--- src/rtl/kypd_decimal_entry_if.sv ---
// Keypad decimal-entry bus: keypad matrix lines plus decoded key and value outputs.
// master = the entry block, slave = the keypad/display/consumer side.
interface kypd_decimal_entry_if;
  logic [3:0]         row_i;
  logic [3:0]         col_o;
  logic [3:0]         key_o;
  logic               key_valid_o;
  logic signed [23:0] entry_o;
  logic signed [23:0] bin_o;
  logic               valid_o;

  modport master (
    input  row_i,
    output col_o, key_o, key_valid_o, entry_o, bin_o, valid_o
  );

  modport slave (
    output row_i,
    input  col_o, key_o, key_valid_o, entry_o, bin_o, valid_o
  );
endinterface

--- src/rtl/kypd_decimal_entry.sv ---
// 4x4 keypad scanner, frame debouncer and signed decimal entry register.
// Optional feature: define KYPD_ENTRY_SIGN_EN to make key A toggle the sign.
module kypd_decimal_entry #(
  parameter int unsigned CLOCK_FREQUENCY = 100000000,
  parameter int unsigned SCAN_HZ         = 1000,
  parameter int unsigned DEBOUNCE_FRAMES = 4
) (
  input  logic                   clk_i,
  input  logic                   rst_n_i,
  kypd_decimal_entry_if.master   bus
);

  localparam int unsigned PERIOD = (CLOCK_FREQUENCY / SCAN_HZ > 0) ? CLOCK_FREQUENCY / SCAN_HZ : 1;
  localparam int unsigned TW     = $clog2(PERIOD + 1);
  localparam int unsigned DW     = $clog2(DEBOUNCE_FRAMES + 1);
  localparam logic [TW-1:0] TIMER_LAST = TW'(PERIOD - 1);
  localparam logic [DW-1:0] CNT_LAST   = DW'(DEBOUNCE_FRAMES - 1);
  localparam logic [26:0]   MAG_MAX    = 27'd8388607;

  typedef enum logic [1:0] {IDLE, PRESS_DB, HELD, RELEASE_DB} state_t;

  state_t state_q, state_d;

  logic [TW-1:0] timer_q, timer_d;
  logic [1:0]    col_q, col_d;
  logic [3:0]    row_s1_q, row_s1_d, row_s2_q, row_s2_d;
  logic          found_q, found_d;
  logic [3:0]    fkey_q, fkey_d;
  logic [DW-1:0] cnt_q, cnt_d;
  logic [3:0]    cand_q, cand_d;
  logic [3:0]    key_q, key_d;
  logic          key_valid_q, key_valid_d;
  logic [22:0]   mag_q, mag_d;
  logic          sign_q, sign_d;
  logic signed [23:0] bin_q, bin_d;
  logic          valid_q, valid_d;

  logic          sample, frame_done, col_hit;
  logic [1:0]    col_row;
  logic [26:0]   prod;
  logic signed [23:0] mag_s, entry_w;

  function automatic logic [3:0] key_map(input logic [1:0] row, input logic [1:0] col);
    case ({row, col})
      4'b00_00: key_map = 4'h1;  4'b00_01: key_map = 4'h2;
      4'b00_10: key_map = 4'h3;  4'b00_11: key_map = 4'hA;
      4'b01_00: key_map = 4'h4;  4'b01_01: key_map = 4'h5;
      4'b01_10: key_map = 4'h6;  4'b01_11: key_map = 4'hB;
      4'b10_00: key_map = 4'h7;  4'b10_01: key_map = 4'h8;
      4'b10_10: key_map = 4'h9;  4'b10_11: key_map = 4'hC;
      4'b11_00: key_map = 4'h0;  4'b11_01: key_map = 4'hF;
      4'b11_10: key_map = 4'hE;  default:  key_map = 4'hD;
    endcase
  endfunction

  // Column timer, column stepping, row synchronizer and per-frame first-hit capture.
  // Rows pass a 2-flop synchronizer; sampling at the end of the period leaves
  // ample settling time after the column change.
  always_comb begin
    sample   = (timer_q == TIMER_LAST);
    timer_d  = sample ? '0 : timer_q + 1'b1;
    col_d    = sample ? col_q + 2'd1 : col_q;
    row_s1_d = bus.row_i;
    row_s2_d = row_s1_q;
    col_hit  = (row_s2_q != 4'hF);
    col_row  = !row_s2_q[0] ? 2'd0 : !row_s2_q[1] ? 2'd1 : !row_s2_q[2] ? 2'd2 : 2'd3;
    found_d  = found_q;
    fkey_d   = fkey_q;
    if (sample) begin
      if (col_q == 2'd0) begin
        found_d = col_hit;
        fkey_d  = key_map(col_row, col_q);
      end else if (!found_q && col_hit) begin
        found_d = 1'b1;
        fkey_d  = key_map(col_row, col_q);
      end
    end
    frame_done = sample && (col_q == 2'd3);
  end

  // Debounce state register.
  always_ff @(posedge clk_i or negedge rst_n_i) begin
    if (!rst_n_i) state_q <= IDLE;
    else          state_q <= state_d;
  end

  // Debounce next-state: frame result is found_d/fkey_d in the frame's last sample cycle.
  always_comb begin
    state_d = state_q;
    cnt_d   = cnt_q;
    cand_d  = cand_q;
    case (state_q)
      IDLE: if (frame_done && found_d) begin
        cand_d  = fkey_d;
        cnt_d   = '0;
        state_d = PRESS_DB;
      end
      PRESS_DB: if (frame_done) begin
        if (found_d && fkey_d == cand_q) begin
          if (cnt_q == CNT_LAST) begin
            cnt_d   = '0;
            state_d = HELD;
          end else begin
            cnt_d = cnt_q + 1'b1;
          end
        end else begin
          state_d = IDLE;
        end
      end
      HELD: if (frame_done && !found_d) begin
        cnt_d   = '0;
        state_d = RELEASE_DB;
      end
      default: if (frame_done) begin
        if (found_d) begin
          state_d = HELD;
        end else if (cnt_q == CNT_LAST) begin
          state_d = IDLE;
        end else begin
          cnt_d = cnt_q + 1'b1;
        end
      end
    endcase
  end

  // Debounce outputs: single accept pulse on the PRESS_DB -> HELD transition.
  always_comb begin
    key_valid_d = (state_q == PRESS_DB) && (state_d == HELD);
    key_d       = key_valid_d ? cand_q : key_q;
  end

  // Entry editing, applied the cycle after the accept pulse.
  always_comb begin
    mag_d   = mag_q;
    sign_d  = sign_q;
    bin_d   = bin_q;
    valid_d = 1'b0;
    prod    = {4'd0, mag_q} * 27'd10 + {23'd0, key_q};
    if (key_valid_q) begin
      if (key_q <= 4'd9) begin
        if (prod <= MAG_MAX) mag_d = prod[22:0];
      end else begin
        case (key_q)
          4'hB: mag_d = mag_q / 23'd10;
          4'hC: begin
            mag_d  = '0;
            sign_d = 1'b0;
          end
          4'hD: begin
            bin_d   = entry_w;
            valid_d = 1'b1;
          end
`ifdef KYPD_ENTRY_SIGN_EN
          4'hA: sign_d = !sign_q;
`endif
          default: ;
        endcase
      end
    end
  end

  assign mag_s   = signed'({1'b0, mag_q});
  assign entry_w = sign_q ? -mag_s : mag_s;

  // Scanner, debounce datapath and entry registers.
  always_ff @(posedge clk_i or negedge rst_n_i) begin
    if (!rst_n_i) begin
      timer_q     <= '0;
      col_q       <= '0;
      row_s1_q    <= '1;
      row_s2_q    <= '1;
      found_q     <= 1'b0;
      fkey_q      <= '0;
      cnt_q       <= '0;
      cand_q      <= '0;
      key_q       <= '0;
      key_valid_q <= 1'b0;
      mag_q       <= '0;
      sign_q      <= 1'b0;
      bin_q       <= '0;
      valid_q     <= 1'b0;
    end else begin
      timer_q     <= timer_d;
      col_q       <= col_d;
      row_s1_q    <= row_s1_d;
      row_s2_q    <= row_s2_d;
      found_q     <= found_d;
      fkey_q      <= fkey_d;
      cnt_q       <= cnt_d;
      cand_q      <= cand_d;
      key_q       <= key_d;
      key_valid_q <= key_valid_d;
      mag_q       <= mag_d;
      sign_q      <= sign_d;
      bin_q       <= bin_d;
      valid_q     <= valid_d;
    end
  end

  assign bus.col_o       = ~(4'b0001 << col_q);
  assign bus.key_o       = key_q;
  assign bus.key_valid_o = key_valid_q;
  assign bus.entry_o     = entry_w;
  assign bus.bin_o       = bin_q;
  assign bus.valid_o     = valid_q;

endmodule

--- src/flat_wrapper.sv ---
// flat-port wrapper written by rule: the top's interface ports become plain ports
module kypd_decimal_entry_flat 
#(
  parameter int unsigned CLOCK_FREQUENCY = 100000000,
  parameter int unsigned SCAN_HZ         = 1000,
  parameter int unsigned DEBOUNCE_FRAMES = 4
)
  (clk_i, rst_n_i, bus_row_i, bus_col_o, bus_key_o, bus_key_valid_o, bus_entry_o, bus_bin_o, bus_valid_o);
  kypd_decimal_entry_if bus_i ();
  input  logic clk_i;
  input  logic rst_n_i;
  input wire logic [$bits(bus_i.row_i)-1:0] bus_row_i;
  output wire logic [$bits(bus_i.col_o)-1:0] bus_col_o;
  output wire logic [$bits(bus_i.key_o)-1:0] bus_key_o;
  output wire logic [$bits(bus_i.key_valid_o)-1:0] bus_key_valid_o;
  output wire logic [$bits(bus_i.entry_o)-1:0] bus_entry_o;
  output wire logic [$bits(bus_i.bin_o)-1:0] bus_bin_o;
  output wire logic [$bits(bus_i.valid_o)-1:0] bus_valid_o;
  assign bus_i.row_i = bus_row_i;
  assign bus_col_o = bus_i.col_o;
  assign bus_key_o = bus_i.key_o;
  assign bus_key_valid_o = bus_i.key_valid_o;
  assign bus_entry_o = bus_i.entry_o;
  assign bus_bin_o = bus_i.bin_o;
  assign bus_valid_o = bus_i.valid_o;
  kypd_decimal_entry #(.CLOCK_FREQUENCY(CLOCK_FREQUENCY), .SCAN_HZ(SCAN_HZ), .DEBOUNCE_FRAMES(DEBOUNCE_FRAMES)) u_core (.clk_i(clk_i), .rst_n_i(rst_n_i), .bus(bus_i));
endmodule
--- config.mk ---
export PLATFORM = sky130hd
export DESIGN_NAME = kypd_decimal_entry_flat
export DESIGN_NICKNAME = d
export VERILOG_FILES = /design/src/rtl/kypd_decimal_entry_if.sv /design/src/rtl/kypd_decimal_entry.sv /design/src/flat_wrapper.sv
export SDC_FILE = /design/constraint.sdc
export NUM_CORES = 1
export LEC_CHECK = 0
export CAP_MARGIN = 10
export CORE_AREA = 2 2 131 133
export DETAILED_ROUTE_END_ITERATION = 10
export DIE_AREA = 0 0 133 135
export PLACE_DENSITY_LB_ADDON = 0.2
export SLEW_MARGIN = 0
export SYNTH_ARGS = -nofsm -noshare
export SYNTH_HDL_FRONTEND = slang
export SYNTH_SLANG_ARGS = --single-unit
--- constraint.sdc ---
create_clock -name clk_i -period 9.8 [get_ports clk_i]
set_input_delay 2.94 -clock clk_i [delete_from_list [all_inputs] [get_ports clk_i]]
set_output_delay 2.94 -clock clk_i [all_outputs]
set_load 0.01 [all_outputs]
==> impl_results.md <==
* Synth Flop Type: dfrtp_1
* Headroom to the max-slew limit at 30.75%
* Overall global routing resource usage at 24.94%
* Setup repair after global routing missed its margin: false
* Nature of the critical path endpoint: register
* Sequential cell area at 2342 sq um
* Count of fill cells added during filler insertion at 1450
* Clock tree buffer depth at 2
* DPL Wire Length at 15.66 mm
* Number of global-route vias before repair at 7300
* Hold depth at 0
* Largest cells by area after synthesis: dfrtp_1 24%, ha_1 7.5%, mux2_2 4.4%
* Post-Syn Area per Cell at 8.533 sq um
* Synthesized netlist cell count at 1054
* Seq/Total Area, Yosys at 25.99%
* CP Buf/Inv Count at 0
* Area of combinational cells with multiple inputs at 6205 sq um
* Count of port buffers added during placement at 61
* Post-synth EDFFs at 0
* Largest stage delay, worst path at 0.76 ns
* Pre-Repair DR Iteration Count at 5
* Setup skew after layout at 0.01256 ns
* Average wire length per cell after detail routing at 17.20 um
* Top delay family on crit path: compound AO/OA/AOI/OAI gates
* Leakage at 4.214 nW
* Initial standard-cell utilization of the core at 54.82%
* Number of cells on the worst reg-to-reg path at 27
* Endpoint of the worst hold path: u_core.row_s2_q[0]
* Nets@finish at 1137
* Min Clock Period, post-route at 9.074 ns
* Distinct cell type count after synthesis at 118
* Slew of the pin with the lowest slew margin at 1.032 ns
* DRC violations left at 0
* Standard cell core area at 16410 sq um
* Resize count post-CTS at 0
* CP arrival at 9.31 ns
* Clock edge transition at the registers on the reported setup and hold paths at 0.07 ns
* Num ports at 64
* Critical register-to-register path endpoint: u_core.mag_q[0]
* Insertion delay of the later-clocked pin in the worst-skew pair at 0.37 ns
* Type of the worst setup path: register to register
* Crit path required time at 10.04 ns
* Clock tree sinks at 93
* Startpoint of the most critical setup path: u_core.mag_q[18]
* Status: complete, no violations
* Min-delay worst type: register to register
* Number of H-tree branching levels at 3
* IR Drop Worst-Case VDD at 0.08063 mV
* Final non-filler cell area at 10010 sq um
* Max-slew violation total from the final report at 0
* Clock tree from TritonCTS: done
* Worst r2r src: u_core.mag_q[18]
* Die X-Extent at 133 um
* Maximum achievable frequency at 0.1102 GHz
* Register-to-register path setup slack at 0.73 ns
* Antenna diode count at 0
* Pin count of the biggest net entering global routing at 77
* Placed standard-cell area at 9702 sq um
* Fin. Hold Viols at 0
* Setup total negative slack at 0 ns
* Biggest fanout along the worst timing path at 20
* Final global-route overflow total at 0
* Clock tree root driver cell: clkbuf_16
* Maximum capacitance violations at 0
* Mean number of vias per cell at 6.318
* Routability-driven placement congestion ratio at 0.8705
* Chip Height at 135 um
* Number of buffers added for setup after CTS at 0
* P&R area growth vs syn at 11.31%
* Startpoint types: register
* First-pass GRT wire length at 37.02 mm
* Share of Yosys cell area claimed by the top area cell type at 23.65%
* Antenna violations before repair at 0
* Register bit count reported by yosys at 93
* Number of setup violations in the final report at 0
* Number of warnings issued by yosys at 0
* TritonCTS buffer count at 9
* Crit share post-route at 92.60%
* Pwr per Cell Area at 75.84 nW/um^2
* Number of nets with antenna violations after detailed routing at 0
* Cell type with the largest total area after synthesis: dfrtp_1
* Hold Buf Count CTS at 0
* Area of the die at 17960 sq um
* Number of violations reported at the end of detailed-routing iteration 0 at 755
* Number of rows in the core area at 47
* Sum of routed wire length over all layers at 22.37 mm
* Cell Area, Synth at 8994 sq um
* Proportion of synthesized flip-flops having asynchronous set or reset at 100.0%
* Fraction of final layout cells with drive strength greater than 1 at 12.78%
* Total number of cells along the worst setup path at 27
* Vias after detailed routing at 8214
* Hold_sp: u_core.row_s1_q[0]
* Cell type of the slowest stage on the worst timing path: dfrtp_1
==> synth_stat cells, types with 9 or more instances <==
master and number:
a221oi_1 11, buf_2 12, a211oi_1 14, o31ai_1 11, nor3_1 27, a21oi_1 57, dfrtp_1 85, mux2_2 35
clkbuf_1 41, nand2_1 84, a21o_1 9, o21ai_1 9, nand2b_1 15, nor2b_1 9, nor4_1 16, o211ai_1 11
inv_1 48, xnor2_1 39, o22ai_1 15, nor2_1 85, nand4_1 14, mux2i_1 11, nand3_1 30, xor2_1 24
ha_1 54, a31oi_1 11, o21ai_0 53
==> how the worst max path moves through the flow <==
stage          slack [ns]               to
2_1_floorplan        2.00  u_core.mag_q[0]
3_3_place_gp         0.66  u_core.mag_q[0]
3_5_place_dp         0.51  u_core.mag_q[0]
4_1_cts              0.44  u_core.mag_q[0]
5_1_grt              0.02  u_core.mag_q[0]
6_report             0.73  u_core.mag_q[0]
==> cells by family after synthesis <==
group                      synth area share, %
AOI/OAI and AO/OA                        27.82
muxes                                    5.982
DFF                                      25.99
adders and majority gates                8.083
buffers and inverters                    5.495
and+or+nand+nor                          20.27
xor gates and xnor gates                 6.316
other                                  0.04170
==> cells in the final DEF (no fill, tap or decap), types with 24 or more instances in the layout <==
| cell | Yosys | layout |
|---|---|---|
| o21ai_0 | 53 | 53 |
| nor3_1 | 27 | 27 |
| xnor2_1 | 39 | 39 |
| nand3_1 | 30 | 30 |
| a21oi_1 | 57 | 57 |
| nand2_1 | 84 | 84 |
| dfrtp_1 | 85 | 81 |
| clkdlybuf4s50_1 | 0 | 60 |
| xor2_1 | 24 | 24 |
| nor2_1 | 85 | 84 |
| inv_1 | 48 | 48 |
| mux2_2 | 35 | 35 |
| ha_1 | 54 | 54 |
==> routing by layer <==
metal / up-vias / global-route usage [%] / part of all wire, %
met4: 0 / 7.228 / 1.7
li1: 4014 / - / -
met2: 255 / 40.67 / 46
met5: - / 0 / 0
met1: 3912 / 35.07 / 47
met3: 33 / 2.853 / 4.5
==> report_power, final <==
group	switching, mW	internal [mW]	total [mW]
Combinational	0.00893	0.00267	0.0116
Clock	0.182	0.178	0.360
Sequential	0.00116	0.386	0.388
Total	0.192	0.567	0.759
==> worst reg2reg max path, stage by stage, from the launching register on <==
cell and delay (ns):
dfrtp_1 0.76, or2_2 0.27, nor3_2 0.07, nor3_2 0.34, a21oi_1 0.22, a2111oi_4 0.61
or4b_4 0.55, a2111o_1 0.52, a21oi_1 0.36, a31oi_1 0.17, a22oi_2 0.53, nor3_1 0.13
a311oi_2 0.48, or3_4 0.33, mux2i_1 0.29, a311oi_2 0.15, o311ai_4 0.38, nand3_2 0.26
a211oi_1 0.40, o311a_1 0.50, o21ai_1 0.18, nand4_2 0.19, a31o_4 0.17, mux2i_1 0.43
nor2_1 0.08, o21a_1 0.12, o41ai_1 0.34, o22ai_1 0.14
==> layout make-up <==
type	instances	share of cell area [%]
inverters	53	1.987
flip-flops and latches	93	23.40
repair buffers	73	6.974
well taps	220	2.750
clock buffers	9	2.250
clock inverters	7	0.6624
multi-input cells	845	61.98
==> state kept, by name, summed over array words and instances, names as in the netlist, 3 cells and up <==
register	count
u_core.timer_q	17
u_core.row_s2_q	4
u_core.bus.bin_o	23
u_core.cand_q	4
u_core.fkey_q	4
u_core.bus.key_o	4
u_core.cnt_q	3
u_core.row_s1_q	4
u_core.mag_q	23
==> per-stage QoR <==
step | setup slack, ns | hold slack, ns | power [mW] | util (%) | instances
after detailed placement | 0.5099 | 0.3468 | 0.4076 | 59.13 | 1284
after CTS | 0.4438 | 0.3578 | 0.7657 | 60.91 | 1300
after global placement | 0.6552 | 0.3459 | 0.4071 | 59.13 | 1284
final | 0.7257 | 0.3569 | 0.7592 | 61.02 | 1300
after floorplan | 1.995 | 0.3452 | 0.3973 | - | 1055
after global routing | 0.02119 | 0.3626 | 0.7812 | 61.02 | 1300
Note: power is estimated with default switching activity, not from simulation.
